**config.mk**
```make
export PLATFORM = sky130hd
export DESIGN_NAME = exu_alu_wb_flat
export DESIGN_NICKNAME = d
export VERILOG_FILES = /design/src/rtl/exu_alu_wb_if.sv /design/src/rtl/exu_alu_wb.sv /design/src/flat_wrapper.sv
export SDC_FILE = /design/constraint.sdc
export NUM_CORES = 1
export LEC_CHECK = 0
export CORE_MARGIN = 10
export CORE_UTILIZATION = 49
export DETAILED_ROUTE_END_ITERATION = 12
export GPL_ROUTABILITY_DRIVEN = 0
export PLACE_DENSITY = 0.73
export SLEW_MARGIN = 20
export SYNTH_ARGS = -nofsm -noshare
export SYNTH_HDL_FRONTEND = slang
export SYNTH_SLANG_ARGS = --single-unit
```
**constraint.sdc**
```tcl
create_clock -name clk -period 8.3 [get_ports clk]
set_input_delay 0.83 -clock clk [delete_from_list [all_inputs] [get_ports clk]]
set_output_delay 0.83 -clock clk [all_outputs]
set_load 0.01 [all_outputs]
```
**src/rtl/exu_alu_wb_if.sv**
```systemverilog
// Decode-to-execute issue channel plus the execute-to-writeback return path.
// master = decode side, slave = execute stage.
interface exu_alu_wb_if #(
  parameter int DATA_WIDTH = 32,
  parameter int RD_LEN     = 5
);
  logic                  in_valid;
  logic                  in_ready;
  logic [DATA_WIDTH-1:0] rs1_val_i;
  logic [DATA_WIDTH-1:0] rs2_val_i;
  logic [DATA_WIDTH-1:0] imm_i;
  logic                  use_imm_i;
  logic                  use_rd_i;
  logic [RD_LEN-1:0]     rd_i;
  logic [3:0]            alu_op_i;
  logic                  invld_i;
  logic [RD_LEN-1:0]     wb_rd_o;
  logic [DATA_WIDTH-1:0] wb_dat_o;
  logic                  wb_en_o;
  logic                  busy_o;
  logic                  invld_err_o;

  modport master (
    output in_valid, rs1_val_i, rs2_val_i, imm_i, use_imm_i, use_rd_i,
           rd_i, alu_op_i, invld_i,
    input  in_ready, wb_rd_o, wb_dat_o, wb_en_o, busy_o, invld_err_o
  );

  modport slave (
    input  in_valid, rs1_val_i, rs2_val_i, imm_i, use_imm_i, use_rd_i,
           rd_i, alu_op_i, invld_i,
    output in_ready, wb_rd_o, wb_dat_o, wb_en_o, busy_o, invld_err_o
  );
endinterface

```
**src/rtl/exu_alu_wb.sv**
```systemverilog
// Execute stage: single-cycle ALU ops, iterative 1-bit/cycle shifter with
// issue stall, and sticky flagging of invalid instructions.
module exu_alu_wb #(
  parameter int DATA_WIDTH = 32,
  parameter int RD_LEN     = 5,
  parameter int SHAMT_W    = 5
) (
  input  logic         clk,
  input  logic         rst,
  exu_alu_wb_if.slave  bus
);

  typedef enum logic {IDLE, SHIFT} state_t;

  state_t                state_q, state_d;
  logic [DATA_WIDTH-1:0] op2;
  logic [DATA_WIDTH-1:0] alu_res;
  logic [DATA_WIDTH-1:0] shreg_q;
  logic [DATA_WIDTH-1:0] shreg_next;
  logic [SHAMT_W-1:0]    shamt;
  logic [SHAMT_W-1:0]    cnt_q;
  logic [RD_LEN-1:0]     rd_q;
  logic                  is_shift, we, accept, start_shift, last_shift;
  logic                  left_q, arith_q, we_q;

  assign bus.in_ready = (state_q == IDLE);
  assign bus.busy_o   = (state_q == SHIFT);

  always_comb begin
    // NOTE: every variable gets a default before any branch, so no path can
    // leave one unassigned and infer a latch.
    state_d     = state_q;
    op2         = bus.use_imm_i ? bus.imm_i : bus.rs2_val_i;
    shamt       = op2[SHAMT_W-1:0];
    is_shift    = (bus.alu_op_i[1:0] == 2'b01);
    we          = bus.use_rd_i && !bus.invld_i && (bus.rd_i != '0);
    accept      = bus.in_valid && (state_q == IDLE);
    start_shift = accept && !bus.invld_i && is_shift && (shamt != '0);
    last_shift  = (state_q == SHIFT) && (cnt_q == SHAMT_W'(1));
    shreg_next  = left_q ? {shreg_q[DATA_WIDTH-2:0], 1'b0}
                         : {arith_q & shreg_q[DATA_WIDTH-1], shreg_q[DATA_WIDTH-1:1]};

    alu_res = bus.rs1_val_i;
    case (bus.alu_op_i[2:0])
      3'b000:  alu_res = bus.alu_op_i[3] ? bus.rs1_val_i - op2 : bus.rs1_val_i + op2;
      3'b010:  alu_res = {{(DATA_WIDTH-1){1'b0}}, $signed(bus.rs1_val_i) < $signed(op2)};
      3'b011:  alu_res = {{(DATA_WIDTH-1){1'b0}}, bus.rs1_val_i < op2};
      3'b100:  alu_res = bus.rs1_val_i ^ op2;
      3'b110:  alu_res = bus.rs1_val_i | op2;
      3'b111:  alu_res = bus.rs1_val_i & op2;
      default: alu_res = bus.rs1_val_i;  // shift by zero returns rs1 unchanged
    endcase

    if (start_shift)     state_d = SHIFT;
    else if (last_shift) state_d = IDLE;
  end

  // NOTE: sequential state uses non-blocking assignments so every register
  // samples pre-edge values regardless of statement order.
  always_ff @(posedge clk) begin
    if (rst) state_q <= IDLE;
    else     state_q <= state_d;
  end

  always_ff @(posedge clk) begin
    if (rst) begin
      bus.wb_rd_o     <= '0;
      bus.wb_dat_o    <= '0;
      bus.wb_en_o     <= 1'b0;
      bus.invld_err_o <= 1'b0;
      shreg_q         <= '0;
      cnt_q           <= '0;
      rd_q            <= '0;
      left_q          <= 1'b0;
      arith_q         <= 1'b0;
      we_q            <= 1'b0;
    end else begin
      bus.wb_en_o <= 1'b0;  // strobe lasts exactly one cycle per write
      if (accept) begin
        if (bus.invld_i) begin
          bus.invld_err_o <= 1'b1;
        end else if (start_shift) begin
          shreg_q <= bus.rs1_val_i;
          cnt_q   <= shamt;
          left_q  <= ~bus.alu_op_i[2];
          arith_q <= bus.alu_op_i[3];
          rd_q    <= bus.rd_i;
          we_q    <= we;
        end else begin
          bus.wb_dat_o <= alu_res;
          bus.wb_rd_o  <= bus.rd_i;
          bus.wb_en_o  <= we;
        end
      end
      if (state_q == SHIFT) begin
        shreg_q <= shreg_next;
        cnt_q   <= cnt_q - SHAMT_W'(1);
        if (last_shift) begin
          bus.wb_dat_o <= shreg_next;
          bus.wb_rd_o  <= rd_q;
          bus.wb_en_o  <= we_q;
        end
      end
    end
  end

endmodule

```
**src/flat_wrapper.sv**
```systemverilog
// flat-port wrapper written by rule: the top's interface ports become plain ports
module exu_alu_wb_flat 
#(
  parameter int DATA_WIDTH = 32,
  parameter int RD_LEN     = 5,
  parameter int SHAMT_W    = 5
)
  (clk, rst, bus_in_valid, bus_rs1_val_i, bus_rs2_val_i, bus_imm_i, bus_use_imm_i, bus_use_rd_i, bus_rd_i, bus_alu_op_i, bus_invld_i, bus_in_ready, bus_wb_rd_o, bus_wb_dat_o, bus_wb_en_o, bus_busy_o, bus_invld_err_o);
  exu_alu_wb_if #(.DATA_WIDTH(DATA_WIDTH), .RD_LEN(RD_LEN)) bus_i ();
  input  logic clk;
  input  logic rst;
  input wire logic [$bits(bus_i.in_valid)-1:0] bus_in_valid;
  input wire logic [$bits(bus_i.rs1_val_i)-1:0] bus_rs1_val_i;
  input wire logic [$bits(bus_i.rs2_val_i)-1:0] bus_rs2_val_i;
  input wire logic [$bits(bus_i.imm_i)-1:0] bus_imm_i;
  input wire logic [$bits(bus_i.use_imm_i)-1:0] bus_use_imm_i;
  input wire logic [$bits(bus_i.use_rd_i)-1:0] bus_use_rd_i;
  input wire logic [$bits(bus_i.rd_i)-1:0] bus_rd_i;
  input wire logic [$bits(bus_i.alu_op_i)-1:0] bus_alu_op_i;
  input wire logic [$bits(bus_i.invld_i)-1:0] bus_invld_i;
  output wire logic [$bits(bus_i.in_ready)-1:0] bus_in_ready;
  output wire logic [$bits(bus_i.wb_rd_o)-1:0] bus_wb_rd_o;
  output wire logic [$bits(bus_i.wb_dat_o)-1:0] bus_wb_dat_o;
  output wire logic [$bits(bus_i.wb_en_o)-1:0] bus_wb_en_o;
  output wire logic [$bits(bus_i.busy_o)-1:0] bus_busy_o;
  output wire logic [$bits(bus_i.invld_err_o)-1:0] bus_invld_err_o;
  assign bus_i.in_valid = bus_in_valid;
  assign bus_i.rs1_val_i = bus_rs1_val_i;
  assign bus_i.rs2_val_i = bus_rs2_val_i;
  assign bus_i.imm_i = bus_imm_i;
  assign bus_i.use_imm_i = bus_use_imm_i;
  assign bus_i.use_rd_i = bus_use_rd_i;
  assign bus_i.rd_i = bus_rd_i;
  assign bus_i.alu_op_i = bus_alu_op_i;
  assign bus_i.invld_i = bus_invld_i;
  assign bus_in_ready = bus_i.in_ready;
  assign bus_wb_rd_o = bus_i.wb_rd_o;
  assign bus_wb_dat_o = bus_i.wb_dat_o;
  assign bus_wb_en_o = bus_i.wb_en_o;
  assign bus_busy_o = bus_i.busy_o;
  assign bus_invld_err_o = bus_i.invld_err_o;
  exu_alu_wb #(.DATA_WIDTH(DATA_WIDTH), .RD_LEN(RD_LEN), .SHAMT_W(SHAMT_W)) u_core (.clk(clk), .rst(rst), .bus(bus_i));
endmodule
```
==> results.json, run 1 <==
{
  "status": "finished clean",
  "row_count": 52,
  "syn_area_mm2": 0.0101,
  "ctsRootBufferMaster": "clkbuf_16",
  "highest_layer": "met4",
  "synth_edf_count": 0,
  "wl_met3_um": 3460,
  "synth_compound_area_frac": 0.309,
  "syn_inst": 1399,
  "synth_top_cell_area_share": 0.168,
  "wl_met2_um": 16700,
  "yosysSeqAreaShare": 0.168,
  "ys_ff_latch": 85,
  "tightest_slew_ns": 1.06,
  "power_density_mw_per_mm2": 128,
  "synth.distinct_cells": 80,
  "cts_setup_buffers": 0,
  "cp_top_family": "compound AO/OA/AOI/OAI gates",
  "finalSetupViolCount": 0,
  "setup_ws_ns": 3.70,
  "end_kind": "flop",
  "arrival_ns": 4.86,
  "slew_violations": 0,
  "total_power_mw": 1.53,
  "start_kind": "input port",
  "avgSynthCellArea_um2": 7.24,
  "drive_gt1_frac": 0.0512,
  "avgRoutedWirePerCell_um": 21.7,
  "yosysTopAreaCell": "dfxtp_1",
  "synth-adder-area-share": 0.145,
  "holdBufCountCts": 0,
  "grt_start_max_net_pins": 63,
  "hpwl_um": 28300,
  "hold_viol": 0,
  "initial_core_util": 0.499,
  "place_ws_ns": 3.57,
  "cts_resized": 0,
  "drv_cap": 0,
  "antenna_found_initial": 0,
  "async_flop_share": 0,
  "stdcell_area_mm2": 0.0120,
  "leakage_nw": 4.82,
  "dr.pass1.iters": 6,
  "dp_cells": 1739,
  "synth_mux_area_frac": 0.0783,
  "rsz0062_at_grt": "false",
  "yosys-top-cells-count": "a21oi_1 (148), nand2_1 (145), nor2_1 (125), ha_1 (114), inv_1 (105)",
  "synth_xor_area_frac": 0.0225,
  "final_nets": 1707,
  "hold_path_class": "flop to flop",
  "cpPeakStageDelay_ns": 0.64,
  "finalClockSkew_ns": 0.0109,
  "peakVddDrop_mv": 0.0952,
  "vias": 11200,
  "die_area_mm2": 0.0268,
  "fillers": 1914,
  "clock_latency_ns": 0.35,
  "vias_per_cell": 6.39,
  "grt_usage": 0.271,
  "htreeDepth": 3,
  "fin_crit_ns": 4.60,
  "yosys_warnings": 0,
  "io_pins": 152,
  "cp.buffers_inverters": 3,
  "drt-met1-wl_um": 15100,
  "clock.fmax_mhz": 217,
  "route.detailed.drc": 0,
  "yosys.area_share.simple": 0.197,
  "yosysMostFrequentCell": "a21oi_1",
  "worstPathRequired_ns": 8.56,
  "synth.area.top_cells": "dfxtp_1 (17%), ha_1 (14%), a21oi_1 (7.3%), mux2i_1 (5.5%), nand2_1 (5.4%)",
  "areaGrowthSynthToFinish_pct": 18.1,
  "chipHeight_um": 164,
  "cts_sinks": 85,
  "grt-ovfl-total": 0,
  "cts_buffer_depth": 2,
  "synth-main-ff-cell": "dfxtp_1",
  "clk_pin_slew_worst_paths_ns": 0.07,
  "wirelength_um": 38100,
  "critPathSlowestCell": "o311ai_1",
  "syn_nets": 1626,
  "coreArea_mm2": 0.0203,
  "worstPathCellList": "buf_2 -> buf_4 -> mux2_2 -> inv_1 -> ha_1 -> a21o_1 -> a31oi_1 -> a2111oi_0 -> o311ai_1 -> a21oi_1 -> o41ai_1 -> xnor2_1 -> nand2_1 -> a211oi_1",
  "ant_nets": 0,
  "cts_buffers": 9,
  "die_w_um": 164,
  "numPortBuffers": 151,
  "tns_ns": 0,
  "slew-limit-headroom": 0.293,
  "crit_fanout": 34,
  "first_iter_violations": 1317,
  "post-route-period-util": 0.555,
  "cts_tree": "yes",
  "grt_pass1_vias": 10600,
  "postPlaceCellArea_mm2": 0.0116,
  "path_class": "input port to flop",
  "synth_top_family_by_area": "compound AO/OA/AOI/OAI gates",
  "grt_pass1_wl_um": 58900,
  "layoutNonFillerInstCount": 1756
}
-- routing by layer --
metal	track usage	up-vias
met1	0.338	5185
met5	0	-
met3	0.0438	167
met2	0.421	659
li1	-	5217
met4	0.183	0
-- worst min-delay path, stage by stage, from the launching register on --
cell and delay [ns]:
dfxtp_1 0.31, nand2_1 0.05, a21oi_1 0.05
-- cell type report --
type / count / area [µm²] / share of cell area
multi-input cells: 1113 / 7610 / 0.636
flip-flops and latches: 85 / 1700 / 0.142
well taps: 270 / 338 / 0.0282
clock buffers: 9 / 225 / 0.0188
diodes: 1 / 2.50 / 0.000209
inverters: 106 / 398 / 0.0333
repair buffers: 165 / 1600 / 0.133
clock inverters: 7 / 87.6 / 0.00732
-- final timing paths --
| check | start | end | slack (ns) | cells past startpoint |
|---|---|---|---|---|
| worst min-delay path | u_core.arith_q$_SDFFE_PP0P_ | u_core.arith_q$_SDFFE_PP0P_ | 0.45 | 2 |
| worst min register to register | u_core.arith_q$_SDFFE_PP0P_ | u_core.arith_q$_SDFFE_PP0P_ | 0.45 | 2 |
| worst max-delay path | bus_use_imm_i | u_core.bus.wb_dat_o[29]$_SDFF_PP0_ | 3.70 | 14 |
| worst max register to register | u_core.bus.busy_o$_SDFFE_PP0P_ | u_core.shreg_q[8]$_SDFFE_PP0P_ | 5.06 | 10 |
-- cell usage in the layout, fill, tap and decap left out, types with 24 or more instances in the layout --
master,count
clkdlybuf4s50_1,147
a22oi_1,24
a211oi_1,44
nor2_1,125
o21ai_0,70
nand2_1,145
dfxtp_1,85
mux2i_1,56
inv_1,105
ha_1,114
a21oi_1,148
-- flip-flops by register name, indices dropped and copies added, names as in the netlist, 5 cells and up --
signal               cells
u_core.shreg_q          32
u_core.rd_q              5
u_core.bus.wb_dat_o     32
u_core.cnt_q             5
u_core.bus.wb_rd_o       5
-- metrics by stage --
step / util / hold WS [ns]
after floorplan: - / 0.432
after global placement: 0.574 / 0.444
after detailed placement: 0.574 / 0.448
after CTS: 0.589 / 0.457
after global routing: 0.589 / 0.482
final: 0.589 / 0.454
-- logic make-up (layout without fill, tap and decap cells) --
group | count (synthesis) | count (layout)
flip-flops | 85 | 85
AO/OA/AOI/OAI | 470 | 470
AND/OR/NAND/NOR | 425 | 425
multiplexers | 76 | 76
other | 0 | 1
buffers and inverters | 201 | 287
adder cells (fa/ha/maj) | 116 | 116
XOR/XNOR | 26 | 26
-- report_power, final --
part | internal [mW] | total [mW] | switching (mW)
Sequential | 0.427 | 0.442 | 0.0149
Clock | 0.242 | 0.436 | 0.194
Combinational | 0.268 | 0.653 | 0.386
(Power assumes the default switching activity.)
==> run 2, diff against run 1 <==
--- a/config.mk
+++ b/config.mk
@@ -9,7 +9,7 @@
 export CORE_UTILIZATION = 49
 export DETAILED_ROUTE_END_ITERATION = 12
 export GPL_ROUTABILITY_DRIVEN = 0
-export PLACE_DENSITY = 0.73
+export PLACE_DENSITY = 0.76
 export SLEW_MARGIN = 20
 export SYNTH_ARGS = -nofsm -noshare
 export SYNTH_HDL_FRONTEND = slang
==> constraint.sdc (replaced) <==
create_clock -name clk -period 4.1 [get_ports clk]
set_input_delay 0.41 -clock clk [delete_from_list [all_inputs] [get_ports clk]]
set_output_delay 0.41 -clock clk [all_outputs]
set_load 0.01 [all_outputs]
==> results.json, run 2 (synthesis gave the netlist of run 1 again) <==
{
  "status": "finished clean",
  "areaGrowthSynthToFinish_pct": 21.9,
  "ant_nets": 0,
  "chipHeight_um": 164,
  "drv_cap": 0,
  "r2r-start": "u_core.bus.busy_o$_SDFFE_PP0P_",
  "finalSetupViolCount": 0,
  "worstPathCellList": "clkdlybuf4s50_1 -> mux2_2 -> inv_1 -> ha_1 -> a21o_1 -> a31oi_1 -> a2111oi_0 -> buf_4 -> o311ai_1 -> a21oi_1 -> o41ai_1 -> xnor2_1 -> nand2_1 -> a211oi_1",
  "tns_ns": 0,
  "clock_latency_ns": 0.35,
  "finalClockSkew_ns": 0.00862,
  "hold_path_end": "u_core.rd_q[1]$_SDFFE_PP0P_",
  "cts_resized": 0,
  "arrival_ns": 4.07,
  "power_density_mw_per_mm2": 253,
  "avgRoutedWirePerCell_um": 22.0,
  "rsz0062_at_grt": "false",
  "grt_start_max_net_pins": 61,
  "holdPathStages": 2,
  "first_iter_violations": 1442,
  "numPortBuffers": 151,
  "row_count": 52,
  "end_kind": "flop",
  "antenna_found_initial": 0,
  "r2r_slack_ns": 1.36,
  "cp.buffers_inverters": 3,
  "worstPathRequired_ns": 4.37,
  "final_common_cell": "a21oi_1",
  "dr.pass1.iters": 8,
  "reg.largest.list": "u_core.bus.wb_dat_o: 32 flops, u_core.shreg_q: 32 flops",
  "critPathSlowestCell": "o311ai_1",
  "cts_buffers": 9,
  "fin_crit_ns": 3.80,
  "hold_path_class": "flop to flop",
  "start_kind": "input port",
  "reg2regPathDepth": 9,
  "vias": 11700,
  "final_nets": 1760,
  "path_class": "input port to flop",
  "post-route-period-util": 0.927,
  "hold_ws_ns": 0.455,
  "tightest_slew_ns": 1.05,
  "initial_core_util": 0.499,
  "grt_pass1_vias": 11200,
  "holdBufCountCts": 0,
  "n_antenna_cell": 0,
  "hpwl_um": 29800,
  "clock.fmax_mhz": 263,
  "place_ws_ns": 0.0511,
  "die_area_mm2": 0.0268,
  "crit_fanout": 4,
  "slew_violations": 0,
  "cts_sinks": 85,
  "wirelength_um": 39700,
  "clk_pin_slew_worst_paths_ns": 0.07,
  "grt_usage": 0.286,
  "cts_setup_buffers": 0,
  "cts_buffer_depth": 2,
  "ctsRootBufferMaster": "clkbuf_16",
  "cts_tree": "yes",
  "die_w_um": 164,
  "vias_per_cell": 6.48,
  "coreArea_mm2": 0.0203,
  "cp_top_family": "compound AO/OA/AOI/OAI gates",
  "leakage_nw": 5.07,
  "r2r_end": "u_core.shreg_q[16]$_SDFFE_PP0P_",
  "io_pins": 152,
  "peakVddDrop_mv": 0.223,
  "grt-ovfl-total": 0,
  "final_cell_mix": "a21oi_1 (148), clkdlybuf4s50_1 (147), nand2_1 (145)",
  "route.detailed.drc": 0,
  "drive_gt1_frac": 0.0819,
  "dp_cells": 1792,
  "layoutNonFillerInstCount": 1808,
  "min_from": "u_core.rd_q[1]$_SDFFE_PP0P_",
  "cpPeakStageDelay_ns": 0.57,
  "setup_ws_ns": 0.299,
  "htreeDepth": 3,
  "slew-limit-headroom": 0.297,
  "hold_viol": 0,
  "grt_pass1_wl_um": 61500
}
run 2: how the worst max path moves through the flow:
stage          depth (start not counted)              from                                  to  slack [ns]
2_1_floorplan                         14     bus_use_imm_i  u_core.bus.wb_dat_o[20]$_SDFF_PP0_        0.08
3_3_place_gp                          13     bus_use_imm_i  u_core.bus.wb_dat_o[25]$_SDFF_PP0_        0.13
3_5_place_dp                          13     bus_use_imm_i  u_core.bus.wb_dat_o[25]$_SDFF_PP0_        0.05
4_1_cts                               13     bus_use_imm_i  u_core.bus.wb_dat_o[25]$_SDFF_PP0_        0.41
5_1_grt                               14  bus_rs2_val_i[4]  u_core.bus.wb_dat_o[29]$_SDFF_PP0_        0.04
6_report                              14      bus_imm_i[4]  u_core.bus.wb_dat_o[29]$_SDFF_PP0_        0.30
run 2: stage by stage:
stage	utilization	total power [mW]	instance area [µm²]
floorplan	-	1.77	10100
global placement	0.594	2.24	12100
detailed placement	0.594	2.25	12100
CTS	0.608	3.09	12300
global route	0.608	3.27	12300
finish	0.608	3.13	12300
run 2: power by group:
part,total (mW),switching [mW],internal (mW),leakage (nW)
registers,0.898,0.0339,0.864,0.691
logic,1.39,0.808,0.585,4.24
clock network,0.840,0.364,0.476,0.140
total,3.13,1.21,1.92,5.07
run 2: layout make-up:
type                    count  area, µm²
well taps                 270        338
multi-input cells        1113       7610
repair buffers            218       2010
clock buffers              11        233
flip-flops and latches     85       1700
inverters                 106        398
clock inverters             5       60.1
fillers                  1899       7950
run 2: tightest hold or removal path, cell delays in order (launching register included):
cell and delay [ns]:
dfxtp_1 0.31, nand2_1 0.05, a21oi_1 0.05
run 2: per-layer routing:
metal  track usage  share of wire  vias to the layer above
li1              -              -                     5320
met1         0.351           0.38                     5404
met2         0.453           0.44                      815
met3        0.0563           0.11                      178
met4         0.173          0.068                        0
met5             0              0                        -
==> patch: new RTL, config.mk and constraints of run 2 <==
`RD_LEN` is set to 5 in 3 places; all go to 6.
--- a/src/rtl/exu_alu_wb_if.sv
+++ b/src/rtl/exu_alu_wb_if.sv
@@ -2,7 +2,7 @@
 // master = decode side, slave = execute stage.
 interface exu_alu_wb_if #(
   parameter int DATA_WIDTH = 32,
-  parameter int RD_LEN     = 5
+  parameter int RD_LEN     = 6
 );
   logic                  in_valid;
   logic                  in_ready;
--- a/src/rtl/exu_alu_wb.sv
+++ b/src/rtl/exu_alu_wb.sv
@@ -2,7 +2,7 @@
 // issue stall, and sticky flagging of invalid instructions.
 module exu_alu_wb #(
   parameter int DATA_WIDTH = 32,
-  parameter int RD_LEN     = 5,
+  parameter int RD_LEN     = 6,
   parameter int SHAMT_W    = 5
 ) (
   input  logic         clk,
--- a/src/flat_wrapper.sv
+++ b/src/flat_wrapper.sv
@@ -2,7 +2,7 @@
 module exu_alu_wb_flat 
 #(
   parameter int DATA_WIDTH = 32,
-  parameter int RD_LEN     = 5,
+  parameter int RD_LEN     = 6,
   parameter int SHAMT_W    = 5
 )
   (clk, rst, bus_in_valid, bus_rs1_val_i, bus_rs2_val_i, bus_imm_i, bus_use_imm_i, bus_use_rd_i, bus_rd_i, bus_alu_op_i, bus_invld_i, bus_in_ready, bus_wb_rd_o, bus_wb_dat_o, bus_wb_en_o, bus_busy_o, bus_invld_err_o);
Interface: changed (resized bus_rd_i and bus_wb_rd_o); port bits go from 152 to 154. The function was not compared with the original's and may differ.
==> patch against run 2 <==
- synthesized area decreased by 0.67%
- clock power down 2%
- critical path depth increased by 5
- total power increased by 2.2%
- combinational power is 3% higher
- routed wire length down 4.6%
- utilization shrank 0.60 points
- die area down 0.59%
- sequential cell count is 2 higher
- critical path type unchanged
- final area is 1.3% lower
- maximum frequency grew 0.95%
- setup slack better by 0.036 ns
==> patch: results (changes against run 2) <==
Clocking
  • Post-CTS Resized: 0 (unchanged)
  • Clock Path Buffers: 2 (unchanged)
  • Hold buffer count at cts: 0 (unchanged)
  • # Post-CTS Setup Buffers: 0 (unchanged)
  • Worst-path clk slew: 0.06 ns
  • H-tree levels: 3 (unchanged)
  • CTS root buffer: clkbuf_16 (unchanged)
  • TritonCTS buffer count: 9 (unchanged)
  • Clk_lat worst skew: 0.35 ns (about the same)

Synthesis
  • Top_reg_cell synth: dfxtp_1 (unchanged)
  • Ys async rst share: 0% (unchanged)
  • Distinct cells, synth: 81 (was 80)
  • Synth cell count leaders: nor2_1, a21oi_1, ha_1 (was a21oi_1, nand2_1, nor2_1)
  • Sequential-to-total area share from yosys stat: 17.32% (was 16.80%)
  • Top cells by area, synth: dfxtp_1, ha_1, mux2i_1 (was dfxtp_1, ha_1, a21oi_1)
  • YS warnings: 0 (unchanged)
  • Syn Nets: 1603 (was 1626)

Worst setup path
  • Crit path DAT: 4.03 ns (was 4.07 ns)
  • Crit-path max FO: 3 (was 4)

Global routing
  • Total track usage: 27.33% (was 28.57%)
  • Global-route wire length before repair: 59600 µm (was 61500 µm)
  • Largest net degree at the start of global routing: 74 (was 61)
  • Initial antenna violation count: 0 (unchanged)
  • Vias in the first global route: 10880 (was 11160)

Routing
  • Post-DR vias/cell: 6.427 (was 6.481)
  • 1st-pass router iterations: 6 (was 8)
  • Drt drc: 0 (unchanged)
  • Initial DRC count: 1494 (was 1442)
  • DR WL/cell: 21.50 µm (was 21.96 µm)

Final layout
  • Final nets: 1716 (was 1760)
  • Antenna diodes: 0 (unchanged)
  • Layout cells sized above 1: 5.902% (was 8.192%)
  • Biggest regs: u_core.bus.wb_dat_o (32), u_core.shreg_q (32) (unchanged)

Timing
  • Final Skew: 0.005885 ns (was 0.008617 ns)
  • Slew of the pin with the lowest slew margin: 1.064 ns (was 1.053 ns)

Power and ir drop
  • LEAKAGE: 0.004992 µW (was 0.005071 µW)
  • Internal power: 1981 µW (was 1925 µW)
  • Peak VDD IR: 0.0001707 V (was 0.0002232 V)

Min path
  • HP Class: reg -> reg (unchanged)

Outcome
  • Outcome: finished, final reports clean (unchanged)

Place
  • HPWL Detailed: 28200 µm (was 29830 µm)
  • IO Port Bufs: 153 (was 151)
patch: cell types whose count changed after synthesis, moves of 8 or more:
cell	run 2	this run
mux2_2	18	3
and3_1	23	2
nand2_1	145	76
nand2b_1	7	16
o211ai_1	12	22
a2111oi_0	9	1
a22oi_1	24	10
mux2i_1	56	78
nor2_1	125	167
a211oi_1	44	89
patch: power groups by stage:
stage               sequential (µW)  combinational (µW)  clock (µW)
finish                          943                1430         822
global route                    946                1550         858
CTS                             940                1400         825
detailed placement              957                1390           0
global placement                957                1370           0
floorplan                       948                 904           0
patch: layer usage:
| layer | wire length, µm | up-vias | track usage (%) |
|---|---|---|---|
| met2 | 16630 | 779 | 42.71 |
| met5 | 0 | - | 0 |
| met4 | 2034 | 0 | 13.98 |
| met1 | 14850 | 5173 | 33.93 |
| li1 | - | 5224 | - |
| met3 | 4353 | 142 | 7.123 |
patch: path summary, 6_finish.rpt:
path                                                 to  slack (ns)              startpoint  cells after the start
worst max-delay path            u_core.bus.wb_dat_o[26]        0.33        bus_rs2_val_i[0]                     19
worst min-delay path             u_core.bus.invld_err_o        0.48  u_core.bus.invld_err_o                      2
worst max register to register  u_core.bus.wb_dat_o[14]        1.14       u_core.bus.busy_o                      7
worst min register to register   u_core.bus.invld_err_o        0.48  u_core.bus.invld_err_o                      2
patch: worst max-delay path, stage by stage:
cell	delay, ns
clkdlybuf4s50_1	0.46
mux2i_1	0.07
buf_4	0.16
inv_1	0.08
buf_4	0.12
ha_1	0.17
inv_1	0.09
fa_1	0.42
nor2b_1	0.17
o211ai_1	0.16
a31oi_1	0.25
o211ai_1	0.19
o31ai_1	0.31
buf_4	0.17
a31oi_1	0.16
buf_4	0.20
xnor2_1	0.13
nand2_1	0.07
a311oi_1	0.24
patch: cell families after synthesis:
logic type	Yosys count	synth area share, %
xor+xnor	31	2.699
mux	81	8.098
compound gates	496	33.25
flops	87	17.32
fa+ha+maj	116	14.58
buf+inv	201	7.737
simple gates	363	16.32
patch: layout make-up:
cell class / count / area, µm²
timing repair buffer: 201 / 1897
clock inverter: 1 / 30.03
tap: 270 / 337.8
clock buffer: 13 / 250.2
multi-input combinational: 1087 / 7546
inverter: 102 / 382.9
fill: 1849 / 8046
sequential: 87 / 1744
patch: per-stage QoR:
step / power, µW / cells / worst slack (ns) / util, % / instance area (µm²)
6_report: 3199 / 1761 / 0.3344 / 60.23 / 12190
5_1_grt: 3355 / 1761 / 0.1108 / 60.23 / 12190
4_1_cts: 3160 / 1761 / 0.3879 / 60.23 / 12190
3_5_place_dp: 2344 / 1747 / 0.06751 / 58.85 / 11910
3_3_place_gp: 2323 / 1747 / 0.1141 / 58.85 / 11910
2_1_floorplan: 1852 / 1375 / 0.1559 / - / 10060
